### src/rtl/apb_arb_pkg.sv
// Shared APB arbiter definitions: state encoding, default bus widths and the ACCESS wait limit.
// The AW/DW defaults are also used by the existing APB master and slave.
package apb_arb_pkg;

  localparam logic [1:0] ST_IDLE   = 2'd0;
  localparam logic [1:0] ST_SETUP  = 2'd1;
  localparam logic [1:0] ST_ACCESS = 2'd2;

  localparam int APB_AW          = 32;
  localparam int APB_DW          = 32;
  localparam int APB_TIMEOUT_CYC = 16;

  typedef enum logic [1:0] {
    S_IDLE   = ST_IDLE,
    S_SETUP  = ST_SETUP,
    S_ACCESS = ST_ACCESS
  } state_e;

endpackage

### src/rtl/rr_arbiter.sv
// Round-robin pick: first set request scanning upward from ptr+1, wrapping mod NREQ.
// Purely combinational; the caller owns and updates the pointer.
module rr_arbiter #(
  parameter int NREQ = 4,
  parameter int IW   = $clog2(NREQ)
) (
  input  logic [NREQ-1:0] req,
  input  logic [IW-1:0]   ptr,
  output logic [NREQ-1:0] gnt,
  output logic [IW-1:0]   idx
);

  logic found;

  always_comb begin
    gnt   = '0;
    idx   = '0;
    found = 1'b0;
    for (int k = 1; k <= NREQ; k++) begin
      if (!found && req[(int'(ptr) + k) % NREQ]) begin
        found                          = 1'b1;
        gnt[(int'(ptr) + k) % NREQ]    = 1'b1;
        idx                            = IW'((int'(ptr) + k) % NREQ);
      end
    end
  end

endmodule

### src/rtl/apb_req_arbiter.sv
// Shares one APB master port among NREQ requesters with round-robin arbitration; 2 cycles minimum per transfer.
// req_ready is a combinational one-hot accept in IDLE or the completing ACCESS cycle; pready stalls ACCESS.
// Optional ACCESS timeout abort is enabled by defining APB_TIMEOUT_EN.
module apb_req_arbiter
  import apb_arb_pkg::*;
#(
  parameter int NREQ        = 4,
  parameter int AW          = APB_AW,
  parameter int DW          = APB_DW,
  parameter int TIMEOUT_CYC = APB_TIMEOUT_CYC
) (
  input  logic               pclk,
  input  logic               prst,
  input  logic [NREQ-1:0]    req_valid,
  input  logic [NREQ-1:0]    req_write,
  input  logic [NREQ*AW-1:0] req_addr,
  input  logic [NREQ*DW-1:0] req_wdata,
  output logic [NREQ-1:0]    req_ready,
  output logic [NREQ-1:0]    rsp_valid,
  output logic [DW-1:0]      rsp_rdata,
  output logic               rsp_err,
  output logic               psel,
  output logic               penable,
  output logic               pwrite,
  output logic [AW-1:0]      paddr,
  output logic [DW-1:0]      pwdata,
  input  logic [DW-1:0]      prdata,
  input  logic               pready,
  input  logic               pslverr
);

  localparam int IW = $clog2(NREQ);

  state_e            state_q, state_d;
  logic [IW-1:0]     rr_ptr_q, rr_ptr_d;
  logic [IW-1:0]     owner_q, owner_d;
  logic [AW-1:0]     paddr_q, paddr_d;
  logic [DW-1:0]     pwdata_q, pwdata_d;
  logic              pwrite_q, pwrite_d;
  logic [NREQ-1:0]   rsp_valid_q, rsp_valid_d;
  logic [DW-1:0]     rsp_rdata_q, rsp_rdata_d;
  logic              rsp_err_q, rsp_err_d;
  logic              arb_en;
  logic [NREQ-1:0]   gnt;
  logic [IW-1:0]     gnt_idx;

`ifdef APB_TIMEOUT_EN
  localparam int CW = $clog2(TIMEOUT_CYC + 1);
  logic [CW-1:0]     cnt_q, cnt_d;
`endif

  rr_arbiter #(.NREQ(NREQ), .IW(IW)) u_rr (
    .req (req_valid),
    .ptr (rr_ptr_q),
    .gnt (gnt),
    .idx (gnt_idx)
  );

  always_comb begin
    state_d     = state_q;
    rr_ptr_d    = rr_ptr_q;
    owner_d     = owner_q;
    paddr_d     = paddr_q;
    pwdata_d    = pwdata_q;
    pwrite_d    = pwrite_q;
    rsp_valid_d = '0;
    rsp_rdata_d = rsp_rdata_q;
    rsp_err_d   = rsp_err_q;
    arb_en      = 1'b0;
`ifdef APB_TIMEOUT_EN
    cnt_d       = cnt_q;
`endif
    unique case (state_q)
      S_IDLE:  arb_en = 1'b1;
      S_SETUP: begin
        state_d = S_ACCESS;
`ifdef APB_TIMEOUT_EN
        cnt_d   = '0;
`endif
      end
      S_ACCESS: begin
        if (pready) begin
          rsp_valid_d = NREQ'(1) << owner_q;
          if (!pwrite_q) rsp_rdata_d = prdata;
          rsp_err_d   = pslverr;
          state_d     = S_IDLE;
          arb_en      = 1'b1;
        end
`ifdef APB_TIMEOUT_EN
        // Abort on the TIMEOUT_CYC-th stalled cycle; no back-to-back grant here.
        else if (cnt_q == CW'(TIMEOUT_CYC - 1)) begin
          rsp_valid_d = NREQ'(1) << owner_q;
          rsp_rdata_d = '0;
          rsp_err_d   = 1'b1;
          state_d     = S_IDLE;
        end else begin
          cnt_d = cnt_q + 1'b1;
        end
`endif
      end
      default: state_d = S_IDLE;
    endcase

    if (arb_en && |req_valid) begin
      state_d  = S_SETUP;
      owner_d  = gnt_idx;
      rr_ptr_d = gnt_idx;
      paddr_d  = req_addr[gnt_idx*AW +: AW];
      pwdata_d = req_wdata[gnt_idx*DW +: DW];
      pwrite_d = req_write[gnt_idx];
    end
  end

  always_ff @(posedge pclk or negedge prst) begin
    if (!prst) begin
      state_q     <= S_IDLE;
      rr_ptr_q    <= IW'(NREQ - 1);
      owner_q     <= '0;
      paddr_q     <= '0;
      pwdata_q    <= '0;
      pwrite_q    <= 1'b0;
      rsp_valid_q <= '0;
      rsp_rdata_q <= '0;
      rsp_err_q   <= 1'b0;
    end else begin
      state_q     <= state_d;
      rr_ptr_q    <= rr_ptr_d;
      owner_q     <= owner_d;
      paddr_q     <= paddr_d;
      pwdata_q    <= pwdata_d;
      pwrite_q    <= pwrite_d;
      rsp_valid_q <= rsp_valid_d;
      rsp_rdata_q <= rsp_rdata_d;
      rsp_err_q   <= rsp_err_d;
    end
  end

`ifdef APB_TIMEOUT_EN
  always_ff @(posedge pclk or negedge prst) begin
    if (!prst) cnt_q <= '0;
    else       cnt_q <= cnt_d;
  end
`endif

  assign req_ready = arb_en ? gnt : '0;
  assign psel      = (state_q != S_IDLE);
  assign penable   = (state_q == S_ACCESS);
  assign pwrite    = pwrite_q;
  assign paddr     = paddr_q;
  assign pwdata    = pwdata_q;
  assign rsp_valid = rsp_valid_q;
  assign rsp_rdata = rsp_rdata_q;
  assign rsp_err   = rsp_err_q;

endmodule

### config.mk
export PLATFORM = sky130hd
export DESIGN_NAME = apb_req_arbiter
export DESIGN_NICKNAME = d
export VERILOG_FILES = /design/src/rtl/apb_arb_pkg.sv /design/src/rtl/rr_arbiter.sv /design/src/rtl/apb_req_arbiter.sv
export SDC_FILE = /design/constraint.sdc
export NUM_CORES = 1
export LEC_CHECK = 0
export ABC_AREA = 1
export CORE_AREA = 2 2 157 159
export CTS_CLUSTER_SIZE = 20
export DETAILED_ROUTE_END_ITERATION = 10
export DIE_AREA = 0 0 159 161
export HOLD_SLACK_MARGIN = 0.05
export PLACE_DENSITY = 0.82
export SYNTH_ARGS = -nofsm -noshare
export SYNTH_HDL_FRONTEND = slang
export SYNTH_HIERARCHICAL = 1
export SYNTH_SLANG_ARGS = --single-unit
### constraint.sdc
create_clock -name pclk -period 2.6 [get_ports pclk]
set_clock_uncertainty 0.1 [all_clocks]
set_input_delay 0.78 -clock pclk [delete_from_list [all_inputs] [get_ports pclk]]
set_output_delay 0.78 -clock pclk [all_outputs]
set_load 0.03 [all_outputs]
Yosys cells after proc, flatten, opt, wreduce, memory -nomap -nowiden
Cells that the tools add are included.
{ "totals": {"reg_bits": 108, "word_cells": 99, "mem_bits_rw": 0, "rom_bits": 0, "memories": 0, "inputBits": 300, "out_inout_bits": 108, "latch_bits": 0} }
{ "classes": {"magnitude_cmp": 9, "shifts": 3, "n_eq_ne": 4, "n_reduce_logical": 21, "n_mul": 0, "div_mod_pow": 0, "bitwise_logic": 8, "add_sub_neg": 4, "n_mux": 41} }
{ "op_table": {"columns": ["operator", "n"], "rows": [
  ["128-bit by 8-bit variable part select with 32-bit output", 2],
  ["4-bit two-way mux", 7],
  ["1-bit two-way mux", 17],
  ["3-bit by 4-bit < comparator with 1-bit output (second input constant)", 4],
  ["3-bit by 1-bit >= comparator with 1-bit output (second input constant)", 4],
  ["2-bit two-way mux", 6],
  ["4-bit bitwise OR", 3],
  ["1-bit binary-select mux with 2-bit select", 5],
  ["1-bit demux with 2-bit select", 4],
  ["1-bit logical AND", 8],
  ["2-bit OR reduction", 4],
  ["2-bit one-hot mux with 3 select lines", 1],
  ["2-bit by 1-bit adder with 2-bit output (second input constant)", 2],
  ["2-bit adder (second input constant)", 2],
  ["1-bit bitwise AND (first input constant)", 4],
  ["2-bit AND reduction", 2],
  ["4-bit OR reduction", 1],
  ["1-bit by 2-bit << shifter with 4-bit output (first input constant)", 1],
  ["1-bit zero test", 3],
  ["2-bit by 3-bit < comparator with 1-bit output (second input constant)", 1],
  ["3-bit by 1-bit inequality test with 1-bit output (second input constant)", 1],
  ["3-bit AND reduction", 1],
  ["2-bit by 1-bit equality test with 1-bit output (second input constant)", 1],
  ["2-bit equality test (second input constant)", 1],
  ["5 further kinds", 5]
]} }

Logic depth before layout (Yosys ltp)
Gate-level depths: netlist of run 1.
{ "depth": {"ltp_word": 18, "mapped_depth": 18, "mapped_depth_nobuf": 15} }

By module
Netlist of run 1, hierarchy kept.
{ "by_module_without_submodules": {"columns": ["module", "seq_area_each_um2", "n_inst", "cells_per_inst", "area_each_um2"], "rows": [
  ["apb_req_arbiter", 2705.1, 1, 1220, 7298.2],
  ["rr_arbiter", 0.0, 1, 75, 474.2]
]} }

Worst setup path after synthesis of run 1
Ideal clock, no wire load.
{ "synth_path": {"kind": "flip-flop to output port", "start": "register rr_ptr_q[0]", "end": "output port req_ready[0]", "stages_incl_launch_ff": 11, "t_required_ns": 1.720, "setup_slack_ns": -0.321, "path_buffers": 0, "arrival_time_ns": 2.041, "cell_sequence": "dfstp_2 -> inv_2 -> ha_1 -> inv_1 -> nand2_1 -> nand2_2 -> nor2_4 -> nand3_1 -> nand3_1 -> inv_1 -> nor2_1"} }
{ "synth_via": {"elab_chain_len": 15, "elab_cells_between_ends": 61, "cone_classes": "add/sub (4); order compare (8); mux (28); bitwise (7); reduce/logical (14)"} }
{ "synth_rtl": {"columns": ["element", "line", "rtl"], "rows": [
  ["start, declared", "apb_req_arbiter.sv:35", "logic [IW-1:0] rr_ptr_q, rr_ptr_d;"],
  ["start signal, assigned", "apb_req_arbiter.sv:117", "rr_ptr_q <= IW'(NREQ - 1);"],
  ["start signal, assigned", "apb_req_arbiter.sv:127", "rr_ptr_q <= rr_ptr_d;"],
  ["2-bit by 1-bit adder with 2-bit output", "rr_arbiter.sv:20, rr_arbiter.sv:22", null],
  ["2-bit OR reduction (no source line) or 1-bit binary-select mux with 2-bit select (tied branches)", null, null],
  ["1-bit bitwise AND (no source line) or 1-bit two-way mux (tied branches)", null, null],
  ["3-bit by 4-bit < comparator with 1-bit output (not written as such) (tied with other cells)", "rr_arbiter.sv:22", "gnt[(int'(ptr) + k) % NREQ] = 1'b1;"],
  ["1-bit logical AND (not written as such) or 1-bit two-way mux (tied branches)", "rr_arbiter.sv:22, rr_arbiter.sv:20", null],
  ["1-bit two-way mux (not written as such) or 1-bit zero test (tied branches)", "rr_arbiter.sv:22, rr_arbiter.sv:20", null],
  ["1-bit demux with 2-bit select or 1-bit logical AND (tied branches)", null, null],
  ["4-bit two-way mux or 1-bit two-way mux (tied branches)", "rr_arbiter.sv:20", "if (!found && req[(int'(ptr) + k) % NREQ]) begin"],
  ["4-bit bitwise OR (no source line) or 1-bit zero test (tied branches)", null, null],
  ["4-bit two-way mux or 1-bit logical AND (tied branches)", "rr_arbiter.sv:20", null],
  ["4-bit bitwise OR (no source line) or 1-bit two-way mux (tied branches)", null, null],
  ["4-bit two-way mux or 1-bit zero test (tied branches)", "rr_arbiter.sv:20", null],
  ["4-bit bitwise OR (no source line) or 1-bit logical AND (tied branches)", null, null],
  ["4-bit two-way mux (*)", "rr_arbiter.sv:20", null],
  ["via gnt[0]", "apb_req_arbiter.sv:44", "logic [NREQ-1:0] gnt;"],
  ["4-bit two-way mux (*)", "apb_req_arbiter.sv:145", "assign req_ready = arb_en ? gnt : '0;"],
  ["end, declared", "apb_req_arbiter.sv:18", "output logic [NREQ-1:0] req_ready,"]
]} }
The timed path passes the listed nets; every way through them passes the cells marked *. The select of a mux whose other input is x is not followed.

Final worst setup path of run 1
Ends and elaborated chain as after synthesis.

==> qor.yml, run 1 <==
status:
  status: "complete, but fails checks"
  failed_checks: "setup timing"
sta:
  slew_headroom: 0.5767
  timing_max_transition_violations_final: 0
  max_clock_freq_mhz: 336.4
  setup_violations: 18
  hold_viol_final: 0
  worst_hold_slack_ns: 0.1448
  fin_crit_sh: 1.143
  tightest_slew_ns: 0.6349
  period_needed_ns: 2.973
  rsz0062_at_grt: "yes"
  finalWorstSetupSlack_ns: -0.3725
grt:
  grt_pass1_wl_um: 45380
  grt_pass1_vias: 9028
  track_usage: 0.2214
  grt_max_degree: 68
  grt_overflow: 0
  antenna_found_initial: 1
synthesis:
  synth_fp_nets: 1603
  synth_top_family_by_area: "simple AND/OR/NAND/NOR gates"
  yosysUniqueCellTypes: 26
  synth_fa_ha_area_frac: 0.01288
  avgSynthCellArea_um2: 6.002
  syn_area_mm2: 0.007772
  synth_edf_count: 0
  synth.mux.area_fraction: 0
  async_flop_share: 1.000
  seq_area_frac_synth: 0.3480
  synth-simple-area-share: 0.4018
  synthXorXnorAreaFrac: 0
  synth_compound_area_frac: 0.03284
  ys_warn_count: 6
  synth_flop_cell: "dfrtp_1"
  syn_inst: 1295
  ys_seq_elements: 108
critical_path:
  crit_start: "rr_ptr_q[0]"
  crit_required_ns: 1.72
  worstSetupPathType: "flip-flop to primary output"
  arrival_ns: 2.09
  ff2ff_path_depth: 17
  start_kind: "flip-flop"
  cp_max_fo: 6
  reg2reg_from: "rr_ptr_q[0]"
  reg2reg_slack_ns: -0.03
  cp-end-kind: "primary output"
  r2r_end: "pwdata[5]"
routing:
  wl_um: 30160
  route.detailed.drc: 0
  vias_per_cell: 4.494
  wire_per_inst_um: 14.79
  vias: 9164
  drtIter0Drc: 606
  dr.pass1.iters: 6
  ant_nets: 0
floorplanning:
  die_h_um: 161
  placementRows: 57
  die_w_um: 159
  ios: 408
  dieArea_mm2: 0.02560
  core_mm2: 0.02396
  start_util: 0.3244
cts:
  root_buffer: "clkbuf_16"
  cts_tree: "yes"
  cts_buffer_depth: 2
  path_clk_slew_ns: 0.09
  cts_made_buffers: 9
  htree_levels: 3
  clkLatencyLatePin_ns: 0.35
  cts_num_sinks: 108
final_layout:
  drive_above_1_share: 0.08343
  syn_to_final_growth_pct: 69.12
  nets: 2017
min_path:
  hold_path_class: "primary input to async pin"
power_and_ir_drop:
  p_total_mw: 21.39
  comb_power_share: 0.791
  p_int_mw: 10.27
  power_density_mw_per_mm2: 1627
  clockPowerShare: 0.068
  p_sw_frac: 0.5200
  p_leak_nw: 7.286
  p_switching_mw: 11.12
  peakVddDrop_mv: 0.9088
  power_frac_seq: 0.141
placement:
  hpwl_um: 22000
  place_congestion: 0.9047
  port-buffer-count: 407
run:
  cap_violations: 0
-- what timing repair did --
action | in CTS | in global routing
pin swaps | 5 | 5
endpoints found under the setup margin | 67 | 68
hold buffers | 0 | 0
cloned | 2 | 8
setup buffers | 3 | 5
gates resized for setup | 22 | 37
-- layout by cell type, fill, tap and decap left out, drive strengths merged --
| master | n |
|---|---|
| diode | 1 |
| inv | 314 |
| nand3b | 1 |
| clkbuf | 15 |
| a21boi | 4 |
| dlygate4sd2 | 4 |
| nand2 | 591 |
| ha | 8 |
| a31oi | 1 |
| dlymetal6s2s | 1 |
| buf | 59 |
| o21ai | 37 |
| nor2 | 13 |
| clkinv | 5 |
| dfrtp | 106 |
| clkdlybuf4s50 | 397 |
| dfstp | 2 |
| nor3 | 4 |
| a21oi | 6 |
| nand3 | 146 |
-- Yosys cell counts (4+ instances only) --
cell type / instances / area [um^2]
a21boi_0: 4 / 30.03
a21oi_1: 5 / 25.02
buf_2: 24 / 120.1
buf_4: 8 / 60.06
buf_6: 15 / 168.9
clkbuf_1: 14 / 52.55
dfrtp_1: 106 / 2653
ha_1: 8 / 100.1
inv_1: 305 / 1145
inv_2: 6 / 22.52
nand2_1: 580 / 2177
nand2_2: 8 / 50.05
nand3_1: 142 / 710.7
nand3_2: 4 / 40.04
nor2_1: 10 / 37.54
nor3_1: 4 / 20.02
o21ai_0: 5 / 25.02
o21ai_1: 32 / 160.2
-- critical path, stage by stage (launching register included) --
cell	delay, ns
dfstp_2	0.57
inv_4	0.05
ha_4	0.29
inv_4	0.05
nand2_4	0.08
nand2_4	0.08
nor2_4	0.19
a21oi_1	0.09
nand3_1	0.08
inv_1	0.07
nor2_4	0.08
buf_6	0.13
-- per-stage QoR --
step	cells	setup slack (ns)	cell area [um^2]	util	TNS, ns
final	2039	-0.3725	13150	0.5486	-1.568
after global routing	2039	-0.4524	13150	0.5486	-8.159
after CTS	2025	-0.3425	12820	0.5351	-1.357
after detailed placement	2004	-0.5634	12360	0.5160	-31.51
after global placement	2004	-0.5280	12360	0.5160	-29.15
after floorplan	1295	0.004127	7818	-	0
-- registers in the layout, summed over array words and instances, names as in the netlist --
| name | count |
|---|---|
| state_q | 2 |
| rr_ptr_q | 2 |
| rsp_err | 1 |
| pwdata | 32 |
| owner_q | 2 |
| rsp_rdata | 32 |
| pwrite | 1 |
| paddr | 32 |
| rsp_valid | 4 |
-- metal layers --
metal,up-vias,GRT usage,part of all wire
li1,4580,-,-
met2,405,0.3966,0.49
met5,-,0,0
met1,4102,0.2427,0.39
met3,77,0.06343,0.081
met4,0,0.1029,0.042
-- kinds of logic after synthesis --
group,Yosys count
AOI/OAI and AO/OA,48
and+or+nand+nor,755
adders and majority gates,8
DFF,108
buffers and inverters,376
-- power by group through the flow --
stage          combinational [mW]  sequential, mW  clock (mW)
2_1_floorplan                8.14            4.48           0
3_3_place_gp                 14.5            3.01           0
3_5_place_dp                 14.7            3.04           0
4_1_cts                      15.4            3.01        1.50
5_1_grt                      18.4            3.11        1.57
6_report                     16.9            3.01        1.45
-- how the worst max path moves through the flow --
stage                         endpoint  slack [ns]  cells past startpoint
after global routing      req_ready[0]       -0.45                     11
after floorplan           req_ready[0]       0.004                     10
after detailed placement  req_ready[2]       -0.56                     12
final                     req_ready[0]       -0.37                     11
after CTS                 req_ready[2]       -0.34                     12
after global placement    req_ready[2]       -0.53                     11
-- area by class of cell --
type / instances / area, um^2
Multi-Input combinational cell: 811 / 3632
Fill cell: 2259 / 10820
Timing Repair Buffer: 467 / 4888
Sequential cell: 108 / 2705
Clock inverter: 7 / 88.84
Clock buffer: 9 / 225.2
Antenna cell: 1 / 2.502
Inverter: 312 / 1197
Tap cell: 324 / 405.4
(Power assumes the default switching activity.)
==> inputs of run 2 (changes only) <==
--- a/config.mk
+++ b/config.mk
@@ -6,12 +6,14 @@
 export NUM_CORES = 1
 export LEC_CHECK = 0
 export ABC_AREA = 1
-export CORE_AREA = 2 2 157 159
+export ABC_CLOCK_PERIOD_IN_PS = 3800
+export CORE_AREA = 2 2 158 160
 export CTS_CLUSTER_SIZE = 20
 export DETAILED_ROUTE_END_ITERATION = 10
-export DIE_AREA = 0 0 159 161
+export DIE_AREA = 0 0 160 162
 export HOLD_SLACK_MARGIN = 0.05
-export PLACE_DENSITY = 0.82
+export PLACE_DENSITY = 0.79
+export SKIP_LAST_GASP = 1
 export SYNTH_ARGS = -nofsm -noshare
 export SYNTH_HDL_FRONTEND = slang
 export SYNTH_HIERARCHICAL = 1
==> constraint.sdc (replaced) <==
create_clock -name pclk -period 3.8 [get_ports pclk]
set_clock_uncertainty 0.1 [all_clocks]
set_input_delay 1.14 -clock pclk [delete_from_list [all_inputs] [get_ports pclk]]
set_output_delay 1.14 -clock pclk [all_outputs]
set_load 0.03 [all_outputs]
==> run 2 against run 1 <==
Compared with the run above:
- the run now ends clean
- sequential power down 31%
- combinational power fell by 44%
- hold slack improved by 0.21 ns
- core utilization down 3.3 points
- die area increased by 1.3%
- count of clock-buffer cells in the layout unchanged
- routed wire length is 9.8% lower
- largest cell class unchanged
- highest routed layer is now met5
==> qor.yml, run 2 (synthesis gave the netlist of run 1 again) <==
status:
  status: "completed"
sta:
  timing_max_transition_violations_final: 0  # unchanged
  rsz0062_at_grt: "no"
  setup_violations: 0  # -18
  max_clock_freq_mhz: 276.2
  tightest_slew_ns: 0.8100  # +0.1751 ns
  hold_viol_final: 0  # unchanged
  fin_crit_sh: 0.9528
  slew_headroom: 0.4600  # -0.1167
  period_needed_ns: 3.621
final_layout:
  drive_above_1_share: 0.04586  # -0.03757
  utilization: 0.5155  # -0.03304
  final_cell_mix: "580 x nand2_1, 398 x clkdlybuf4s50_1, 304 x inv_1, 141 x nand3_1, 106 x dfrtp_1"
  final_common_cell: "nand2_1"
  syn_to_final_growth_pct: 59.88
  nFillCells: 2330  # +3.1%
  nets: 1982  # -1.7%
  num_antenna_cells: 0  # -1
  fin_area_mm2: 0.01243  # -5.5%
floorplanning:
  core_mm2: 0.02411  # +0.60%
  dieArea_mm2: 0.02592  # +1.3%
  placementRows: 57  # unchanged
  ios: 408  # unchanged
  die_w_um: 160  # +0.63%
  die_h_um: 162  # +0.62%
  start_util: 0.3224  # -0.001919
placement:
  dpl_cell_area_mm2: 0.01210  # -2.2%
  port-buffer-count: 407  # unchanged
  place_congestion: 0.8623  # -4.7%
  hpwl_um: 20630  # -6.2%
grt:
  grt_overflow: 0  # unchanged
  antenna_found_initial: 1  # unchanged
  grt_pass1_vias: 8541  # -5.4%
  grt_pass1_wl_um: 43000  # -5.2%
  grt_max_degree: 74  # +8.8%
  track_usage: 0.2064  # -0.01504
routing:
  vias: 8803  # -3.9%
  wl_um: 27210  # -9.8%
  dr.pass1.iters: 4  # -2
  route.detailed.drc: 0  # unchanged
  wire_per_inst_um: 13.59  # -8.1%
  vias_per_cell: 4.395  # -2.2%
  ant_nets: 0  # unchanged
  drtIter0Drc: 407  # -33%
cts:
  cts_tree: "yes"
  root_buffer: "clkbuf_16"
  htree_levels: 3  # unchanged
  cts_made_buffers: 9  # unchanged
  hold_buffers: 0  # unchanged
  cts_num_sinks: 108  # unchanged
  path_clk_slew_ns: 0.08  # about the same
  cts_buffer_depth: 2  # unchanged
  clkLatencyLatePin_ns: 0.35  # about the same
min_path:
  min_to: "state_q[1]"
  whs_path_depth: 1
  min-delay-start: "state_q[1]"
  hold_path_class: "flip-flop to flip-flop"
critical_path:
  cp-end-kind: "primary output"
  cp_max_fo: 5  # -1
  r2r_end: "paddr[2]"
  start_kind: "primary input"
  crit_required_ns: 2.56  # +0.84 ns
  worstSetupPathType: "primary input to primary output"
  arrival_ns: 2.38  # +0.29 ns
  reg2reg_from: "rr_ptr_q[0]"
  reg2reg_slack_ns: 0.84  # +0.87 ns
  ff2ff_path_depth: 16  # -1
power_and_ir_drop:
  power_density_mw_per_mm2: 1003  # -38%
  p_leak_nw: 6.954  # -4.5%
  peakVddDrop_mv: 0.7824  # -14%
run:
  cap_violations: 0  # unchanged
==> run 2: cell count changes in the layout (fill, tap and decap cells not counted), moves of 4 or more <==
cell and delta:
nand3_2 -12, nand3_1 +12, nor2_1 +7, inv_1 +5, clkbuf_16 -6, buf_6 -13
nor2_4 -4, buf_4 -8
==> run 2: critical path, cell delays in order <==
cell and delay (ns):
dlygate4sd2_1 0.26, nand2_1 0.10, nand2_2 0.08, nor2_1 0.13
nand3_2 0.11, inv_2 0.11, nand2_1 0.06, nand3_1 0.08
inv_1 0.04, nor2_1 0.09, buf_4 0.17
==> run 2: repair_timing <==
item / in CTS / in global routing
buffers inserted: 1 / 6
pin swaps: 2 / 0
endpoints found under the hold margin: 0 / 0
resized for setup: 5 / 0
endpoints found under the setup margin: 4 / 4
==> run 2: through the flow <==
step                      power [mW]  setup TNS, ns  instances  setup WS [ns]  hold slack (ns)
after detailed placement       11.59        -0.3650       1980       -0.09771           0.3387
after CTS                      12.56              0       1997        0.07953           0.3495
final                          12.47              0       2003         0.1795           0.3508
after floorplan                8.562              0       1295         0.3907           0.3208
after global placement         11.43        -0.2338       1980       -0.06320           0.3309
after global routing           13.64              0       2003       0.002719           0.3536
==> run 2: how the worst max path moves through the flow <==
stage / from / depth (start not counted) / slack (ns) / end
after CTS: rr_ptr_q[0] / 11 / 0.08 / req_ready[0]
after global placement: req_valid[2] / 12 / -0.06 / req_ready[1]
after global routing: req_valid[2] / 12 / 0.003 / req_ready[3]
after detailed placement: req_valid[2] / 12 / -0.1 / req_ready[0]
final: req_valid[0] / 11 / 0.18 / req_ready[3]
after floorplan: req_valid[1] / 9 / 0.39 / req_ready[0]
==> run 2: cell type report <==
cell class / instances / area (um^2) / share of cell area
well taps: 324 / 405.4 / 0.03262
clock inverters: 7 / 57.56 / 0.004632
clock buffers: 9 / 225.2 / 0.01812
flip-flops and latches: 108 / 2705 / 0.2177
multi-input cells: 811 / 3498 / 0.2815
repair buffers: 432 / 4357 / 0.3506
inverters: 312 / 1179 / 0.09485
==> run 2: power by group <==
group / internal (mW) / switching, mW / leakage (nW)
combinational: 3.47 / 5.99 / 5.48
sequential: 1.75 / 0.331 / 1.34
clock: 0.456 / 0.465 / 0.140
==> run 2: layer usage <==
layer | track usage | up-vias | wire length [um] | part of all wire
li1 | - | 4493 | - | -
met3 | 0.05644 | 51 | 2248 | 0.083
met1 | 0.2407 | 3898 | 11080 | 0.41
met5 | 0 | - | 13 | 0.00048
met2 | 0.3627 | 359 | 13010 | 0.48
met4 | 0.07862 | 2 | 865 | 0.032
